### config.mk
export PLATFORM = sky130hd
export DESIGN_NAME = fetch_unit
export DESIGN_NICKNAME = d
export VERILOG_FILES = /design/src/rtl/fetch_unit_pkg.sv /design/src/rtl/fetch_unit_if_id_reg.sv /design/src/rtl/fetch_unit.sv
export SDC_FILE = /design/constraint.sdc
export NUM_CORES = 1
export LEC_CHECK = 0
export ABC_AREA = 1
export BUFFER_PORTS_ARGS = -buffer_cell sky130_fd_sc_hd__buf_4
export CORE_MARGIN = 4
export CORE_UTILIZATION = 50
export CTS_BUF_LIST = sky130_fd_sc_hd__clkbuf_8 sky130_fd_sc_hd__clkbuf_16
export DETAILED_ROUTE_END_ITERATION = 7
export GPL_ROUTABILITY_DRIVEN = 1
export GPL_TIMING_DRIVEN = 1
export PLACE_DENSITY = 0.83
export SYNTH_ARGS = -nofsm -noshare
export SYNTH_HDL_FRONTEND = slang
export SYNTH_HIERARCHICAL = 1
export SYNTH_SLANG_ARGS = --single-unit
### constraint.sdc
create_clock -name clk -period 1.9 [get_ports clk]
set_input_delay 0.095 -clock clk [delete_from_list [all_inputs] [get_ports clk]]
set_output_delay 0.095 -clock clk [all_outputs]
set_load 0.01 [all_outputs]
### src/rtl/fetch_unit_pkg.sv
// Shared CPU constants for the fetch stage: reset/base addresses, NOP encoding,
// IF/ID field layout and the bad-PC predicate.
package fetch_unit_pkg;

  localparam int          PC_W         = 32;
  localparam int          INSTR_W      = 32;
  localparam logic [31:0] PC_RESET_DEF = 32'h0000_3000;
  localparam logic [31:0] IM_BASE_DEF  = 32'h0000_3000;
  localparam logic [31:0] NOP_INSTR    = 32'h0000_0000;

  typedef struct packed {
    logic [INSTR_W-1:0] instr;
    logic [PC_W-1:0]    pc4;
    logic               valid;
    logic               err;
  } if_id_t;

  // Limit is carried in 33 bits so a memory ending at 2^32 still compares correctly.
  function automatic logic pc_bad(input logic [31:0] pc, input logic [31:0] base,
                                  input logic [32:0] limit);
    pc_bad = (pc[1:0] != 2'b00) || (pc < base) || ({1'b0, pc} >= limit);
  endfunction

endpackage

### src/rtl/fetch_unit_if_id_reg.sv
// IF/ID pipeline register: flush beats stall, stall holds, otherwise load.
module if_id_reg
  import fetch_unit_pkg::*;
(
  input  logic   clk_i,
  input  logic   rst_n_i,
  input  logic   stall_i,
  input  logic   flush_i,
  input  if_id_t fetch_i,
  output if_id_t if_id_o
);

  if_id_t if_id_d, if_id_q;

  always_comb begin
    if_id_d = if_id_q;
    if (flush_i) begin
      if_id_d = '0;
    end else if (stall_i) begin
      if_id_d = if_id_q;
    end else begin
      if_id_d = fetch_i;
    end
  end

  always_ff @(posedge clk_i) begin
    if (!rst_n_i) begin
      if_id_q <= '0;
    end else begin
      if_id_q <= if_id_d;
    end
  end

  assign if_id_o = if_id_q;

endmodule

### src/rtl/fetch_unit.sv
// Instruction fetch stage: PC register, next-PC selection, bad-PC screening,
// and the IF/ID register feeding decode (delayed-branch, no redirect flush).
module fetch_unit
  import fetch_unit_pkg::*;
#(
  parameter logic [31:0] PC_RESET = PC_RESET_DEF,
  parameter logic [31:0] IM_BASE  = IM_BASE_DEF,
  parameter int          IM_WORDS = 1024
) (
  input  logic        clk,
  input  logic        reset,
  input  logic        stall,
  input  logic        flush,
  input  logic        redirect_en,
  input  logic [31:0] redirect_pc,
  output logic [9:0]  im_addr,
  input  logic [31:0] im_instr,
  output logic [31:0] pc_f,
  output logic [31:0] instr_d,
  output logic [31:0] pc4_d,
  output logic        valid_d,
  output logic        fetch_err_d
);

  localparam logic [32:0] IM_LIMIT = {1'b0, IM_BASE} + (33'(IM_WORDS) << 2);

  logic [31:0] pc_q, pc_d;
  logic [31:0] im_offset_s;
  logic        pc_bad_s;
  logic        unused_offset_bits;
  if_id_t      fetch_s, if_id_s;

  assign im_offset_s        = pc_q - IM_BASE;
  assign im_addr            = im_offset_s[11:2];
  assign unused_offset_bits = ^{im_offset_s[31:12], im_offset_s[1:0]};
  assign pc_bad_s           = pc_bad(pc_q, IM_BASE, IM_LIMIT);

  // A bad PC still produces a valid slot, just with a NOP and the error flag.
  always_comb begin
    fetch_s       = '0;
    fetch_s.instr = pc_bad_s ? NOP_INSTR : im_instr;
    fetch_s.pc4   = pc_q + 32'd4;
    fetch_s.valid = 1'b1;
    fetch_s.err   = pc_bad_s;
  end

  always_comb begin
    pc_d = pc_q + 32'd4;
    if (stall) begin
      pc_d = pc_q;
    end else if (redirect_en) begin
      pc_d = redirect_pc;
    end else begin
      pc_d = pc_q + 32'd4;
    end
  end

  always_ff @(posedge clk) begin
    if (!reset) begin
      pc_q <= PC_RESET;
    end else begin
      pc_q <= pc_d;
    end
  end

  if_id_reg u_if_id_reg (
    .clk_i   (clk),
    .rst_n_i (reset),
    .stall_i (stall),
    .flush_i (flush),
    .fetch_i (fetch_s),
    .if_id_o (if_id_s)
  );

  assign pc_f        = pc_q;
  assign instr_d     = if_id_s.instr;
  assign pc4_d       = if_id_s.pc4;
  assign valid_d     = if_id_s.valid;
  assign fetch_err_d = if_id_s.err;

endmodule

# --- Word-level counts from Yosys, hierarchy flattened ---
# Index checks and enable logic that the tools add are counted.
word_totals:
  regBits: 98
  inputBits: 69
  elab_cells: 16
op_classes:
  addsub: 2
  n_lt_le_gt_ge: 2
  n_mux: 2
  bitwise_logic: 1
  reduce_logical: 4
ops:
  columns: ["cell", "count"]
  rows:
  - ["$mux W32", 2]
  - ["$add A32 B3 Y32 const B", 1]
  - ["$ge A32 B15 Y1 const B", 1]
  - ["$lt A32 B14 Y1 const B", 1]
  - ["$sub A12 B1 Y12 const B", 1]
  - ["$logic_or A1 B1 Y1", 2]
  - ["$reduce_bool A2 Y1", 1]
  - ["$reduce_or A2 Y1", 1]
  - ["$not A1 Y1", 1]

# --- Depth between registers and ports, before layout ---
logic_depth:
  ltp_word: 4
  mapped_depth: 10

# --- Cells and area by module ---
# The synthesis kept the hierarchy.
by_module_without_submodules:
  columns: ["module", "n_inst", "cells_each", "area_per_inst_um2"]
  rows:
  - ["fetch_unit", 1, 458, 2677.6]
  - ["if_id_reg", 1, 288, 2301.0]

# --- Least setup slack after synthesis ---
# No wires, ideal clock.
synth_timing:
  path_kind: "reg2reg"
  from: "reg pc_q[3], in the netlist pc_f[3]"
  to: "reg pc_q[20], in the netlist pc_f[20]"
  arrival_ns: 1.399
  setup_slack_ns: 0.374
  stages_incl_launch_ff: 9
  synth_period_minus_slack_ns: 1.526
  path_cell_list: "dfxtp_1 -> ha_1 -> nand3_1 -> nor2_1 -> nand2_1 -> o21ai_0 -> nand2_1 -> a21oi_1 -> nor2_1"
synth_rtl:
  columns: ["item", "line", "rtl"]
  rows:
  - ["start: declaration", "fetch_unit.sv:27", "logic [31:0] pc_q, pc_d;"]
  - ["start signal: assignment", "fetch_unit.sv:62", "pc_q <= pc_d;"]

==> impl_metrics.env <==
export IMPL_pwr_density_cell_nw_per_um2=646
export IMPL_crit_slowest_cell="dfxtp_1"
export IMPL_p_total_w=0.00426
export IMPL_vias_per_cell=4.93
export IMPL_p_leak_nw=2.91
export IMPL_insertedDiodeCount=0
export IMPL_place_hpwl_mm=10.4
export IMPL_die_h_um=108
export IMPL_die_w_um=108
export IMPL_layout_drive_gt1_share_pct=26.3
export IMPL_nets=978
export IMPL_fill_cells=875
export IMPL_ios=177
export IMPL_finalSetupTns_ns=0
export IMPL_cts_sinks=98
export IMPL_status="completed"
export IMPL_grt_max_degree=67
export IMPL_cts_tree="built"
export IMPL_grt_antenna_before_repair=0
export IMPL_routed_via_count=5154
export IMPL_ys_seq_area_share_pct=39.4
export IMPL_arrival_ns=2.01
export IMPL_timing_final_crit_share_pct=90.2
export IMPL_worstPathRequired_ns=2.19
export IMPL_maxCapViolCount=0
export IMPL_worst_path_largest_cell_delay_ns=0.42
export IMPL_multi_input_area_um2=2410
export IMPL_grt_first_pass_wirelength_mm=23.1
export IMPL_start_util_pct=51.2
export IMPL_path_cells="ha_1 -> nand3_1 -> nor2_1 -> nand2_1 -> inv_1 -> nand3_1 -> nand2_1 -> nand2_1 -> a21oi_1"
export IMPL_synth_nets=817
export IMPL_drtAntennaViolNets=0
export IMPL_cp_num_buf_inv=1
export IMPL_worstSkewPairLatency_ns=0.37
export IMPL_numCtsBuffers=9
export IMPL_fin_hold_ws_ns=0.00334
export IMPL_tightest_slew_ns=0.635
export IMPL_final_cell_mix="253 x nand2_1, 186 x buf_4, 97 x dfxtp_1"
export IMPL_clkSlewWorstSetupHoldPaths_ns=0.10
export IMPL_final_common_cell="nand2_1"
export IMPL_grtUsageTotal_pct=24.8
export IMPL_final_max_slew_violation_count=0
export IMPL_first_iter_violations=439
export IMPL_setup_worst_path_class="reg2reg"
export IMPL_cts_max_level=3
export IMPL_cp_max_fo=5
export IMPL_design_die_area_um2=11600
export IMPL_gp_congestion=0.970
export IMPL_yosys_warnings=6
export IMPL_hp_class="in2reg"
export IMPL_core_um2=9730
export IMPL_fmax_mhz=583
export IMPL_ys_types=29
export IMPL_cts_max_path_buffers=2
export IMPL_synthToLayoutAreaGrowth_pct=32.5
export IMPL_synth_ff_latch_count=98
export IMPL_ff_latch_area_um2=1960
export IMPL_end_kind="flip-flop"
export IMPL_hold_viol=0
export IMPL_setup_violations=0
export IMPL_drcViolationCount=0
export IMPL_cp_depth=9
export IMPL_cp_common_cell="nand2_1"
export IMPL_irDropWorstVdd_mv=0.317
export IMPL_ff2ff_path_depth=9
export IMPL_root_buffer="clkbuf_8"
export IMPL_clock_skew_ns=0.0159
export IMPL_synthFlopType="dfxtp_1"
export IMPL_startpoint_type="flip-flop"
export IMPL_avgSynthCellArea_um2=6.67
export IMPL_min_period_ns=1.71
export IMPL_hold_depth=3
export IMPL_slew_headroom_pct=57.6
export IMPL_async_reset_ff_share_pct=0
export IMPL_rsz0062_at_grt="no"
export IMPL_rows=36
export IMPL_io_buffers=176
export IMPL_synth_cells=746
export IMPL_firstDrtPassIters=5
export IMPL_wl_per_cell_um=13.9
export IMPL_netlist_area_um2=4980
export IMPL_grt_pass1_vias=4641
export IMPL_routed_wl_mm=14.6
export IMPL_synth_edf_count=0
export IMPL_grt_overflow_total=0
export IMPL_path_delay_family="simple AND/OR/NAND/NOR gates"
timing repair:
action,CTS,global route
endpoints found under the setup margin,0,1
endpoints found under the hold margin,7,1
gates resized for setup,0,2
hold buffers,9,1
setup buffers,0,0
per-stage QoR:
step	worst slack [ns]	cell area (um2)	util [%]	std cells
floorplan	0.374	4980	-	746
global placement	0.298	6270	64.5	1019
detailed placement	0.260	6270	64.5	1019
CTS	0.228	6580	67.6	1044
global route	0.000545	6600	67.8	1045
finish	0.186	6600	67.8	1045
layout make-up:
type                    count  area share [%]
inverters                  87            4.95
multi-input cells         514            36.6
flip-flops and latches     98            29.8
clock buffers              11            2.30
well taps                 133            2.52
clock inverters             5           0.929
repair buffers            197            23.0
synth_stat cells (4+ instances only):
master,number,area (um2)
a21oi_1,88,440
nor2_1,70,263
buf_4,18,135
nand2_2,9,56.3
o21ai_0,21,105
nor2_4,8,90.1
xor2_2,5,81.3
nor2_2,6,37.5
nand2_1,254,953
buf_2,14,70.1
a22o_1,4,35.0
dfxtp_1,98,1960
inv_1,85,319
clkbuf_1,11,41.3
a31oi_1,5,31.3
xor2_1,5,43.8
xnor2_1,5,43.8
buf_6,4,45.0
nand4_1,5,31.3
nand3_1,17,85.1
worst min-delay path: stages:
cell and delay (ns):
buf_4 0.11, nand2_1 0.05, a31oi_1 0.08
path summary, 6_finish.rpt:
| check | slack (ns) | from | endpoint |
|---|---|---|---|
| worst max-delay path | 0.19 | pc_f[3] | u_if_id_reg/if_id_o[30] |
| worst min-delay path | 0.003 | redirect_pc[7] | pc_f[7] |
| worst max register to register | 0.19 | pc_f[3] | u_if_id_reg/if_id_o[30] |
| worst min register to register | 0.47 | u_if_id_reg/if_id_o[1] | u_if_id_reg/if_id_o[1] |
routing by layer:
| layer | GRT usage, % | wire length (um) |
|---|---|---|
| met2 | 40.5 | 6690 |
| met1 | 33.4 | 6470 |
| met3 | 4.02 | 1090 |
| met5 | 0 | 0 |
| met4 | 8.21 | 319 |
registers in the layout, summed over array words and instances (netlist names):
| signal | count |
|---|---|
| pc_f | 32 |
| u_if_id_reg/if_id_o | 66 |
kinds of logic after synthesis:
family                   count (synthesis)  share of synthesized area [%]
AO/OA/AOI/OAI                          123                           13.2
XOR/XNOR                                15                           3.39
adder cells (fa/ha/maj)                  2                          0.503
buffers and inverters                  134                           12.4
flip-flops                              98                           39.4
other                                    1                         0.0753
AND/OR/NAND/NOR                        373                           31.0
report_power, final:
part | leakage [nW] | internal (W) | switching [W]
logic | 2.00 | 0.000296 | 0.000355
registers | 0.796 | 0.00211 | 0.0000706
clock network | 0.110 | 0.000689 | 0.000744
total | 2.91 | 0.00309 | 0.00117
(Power assumes the default switching activity.)
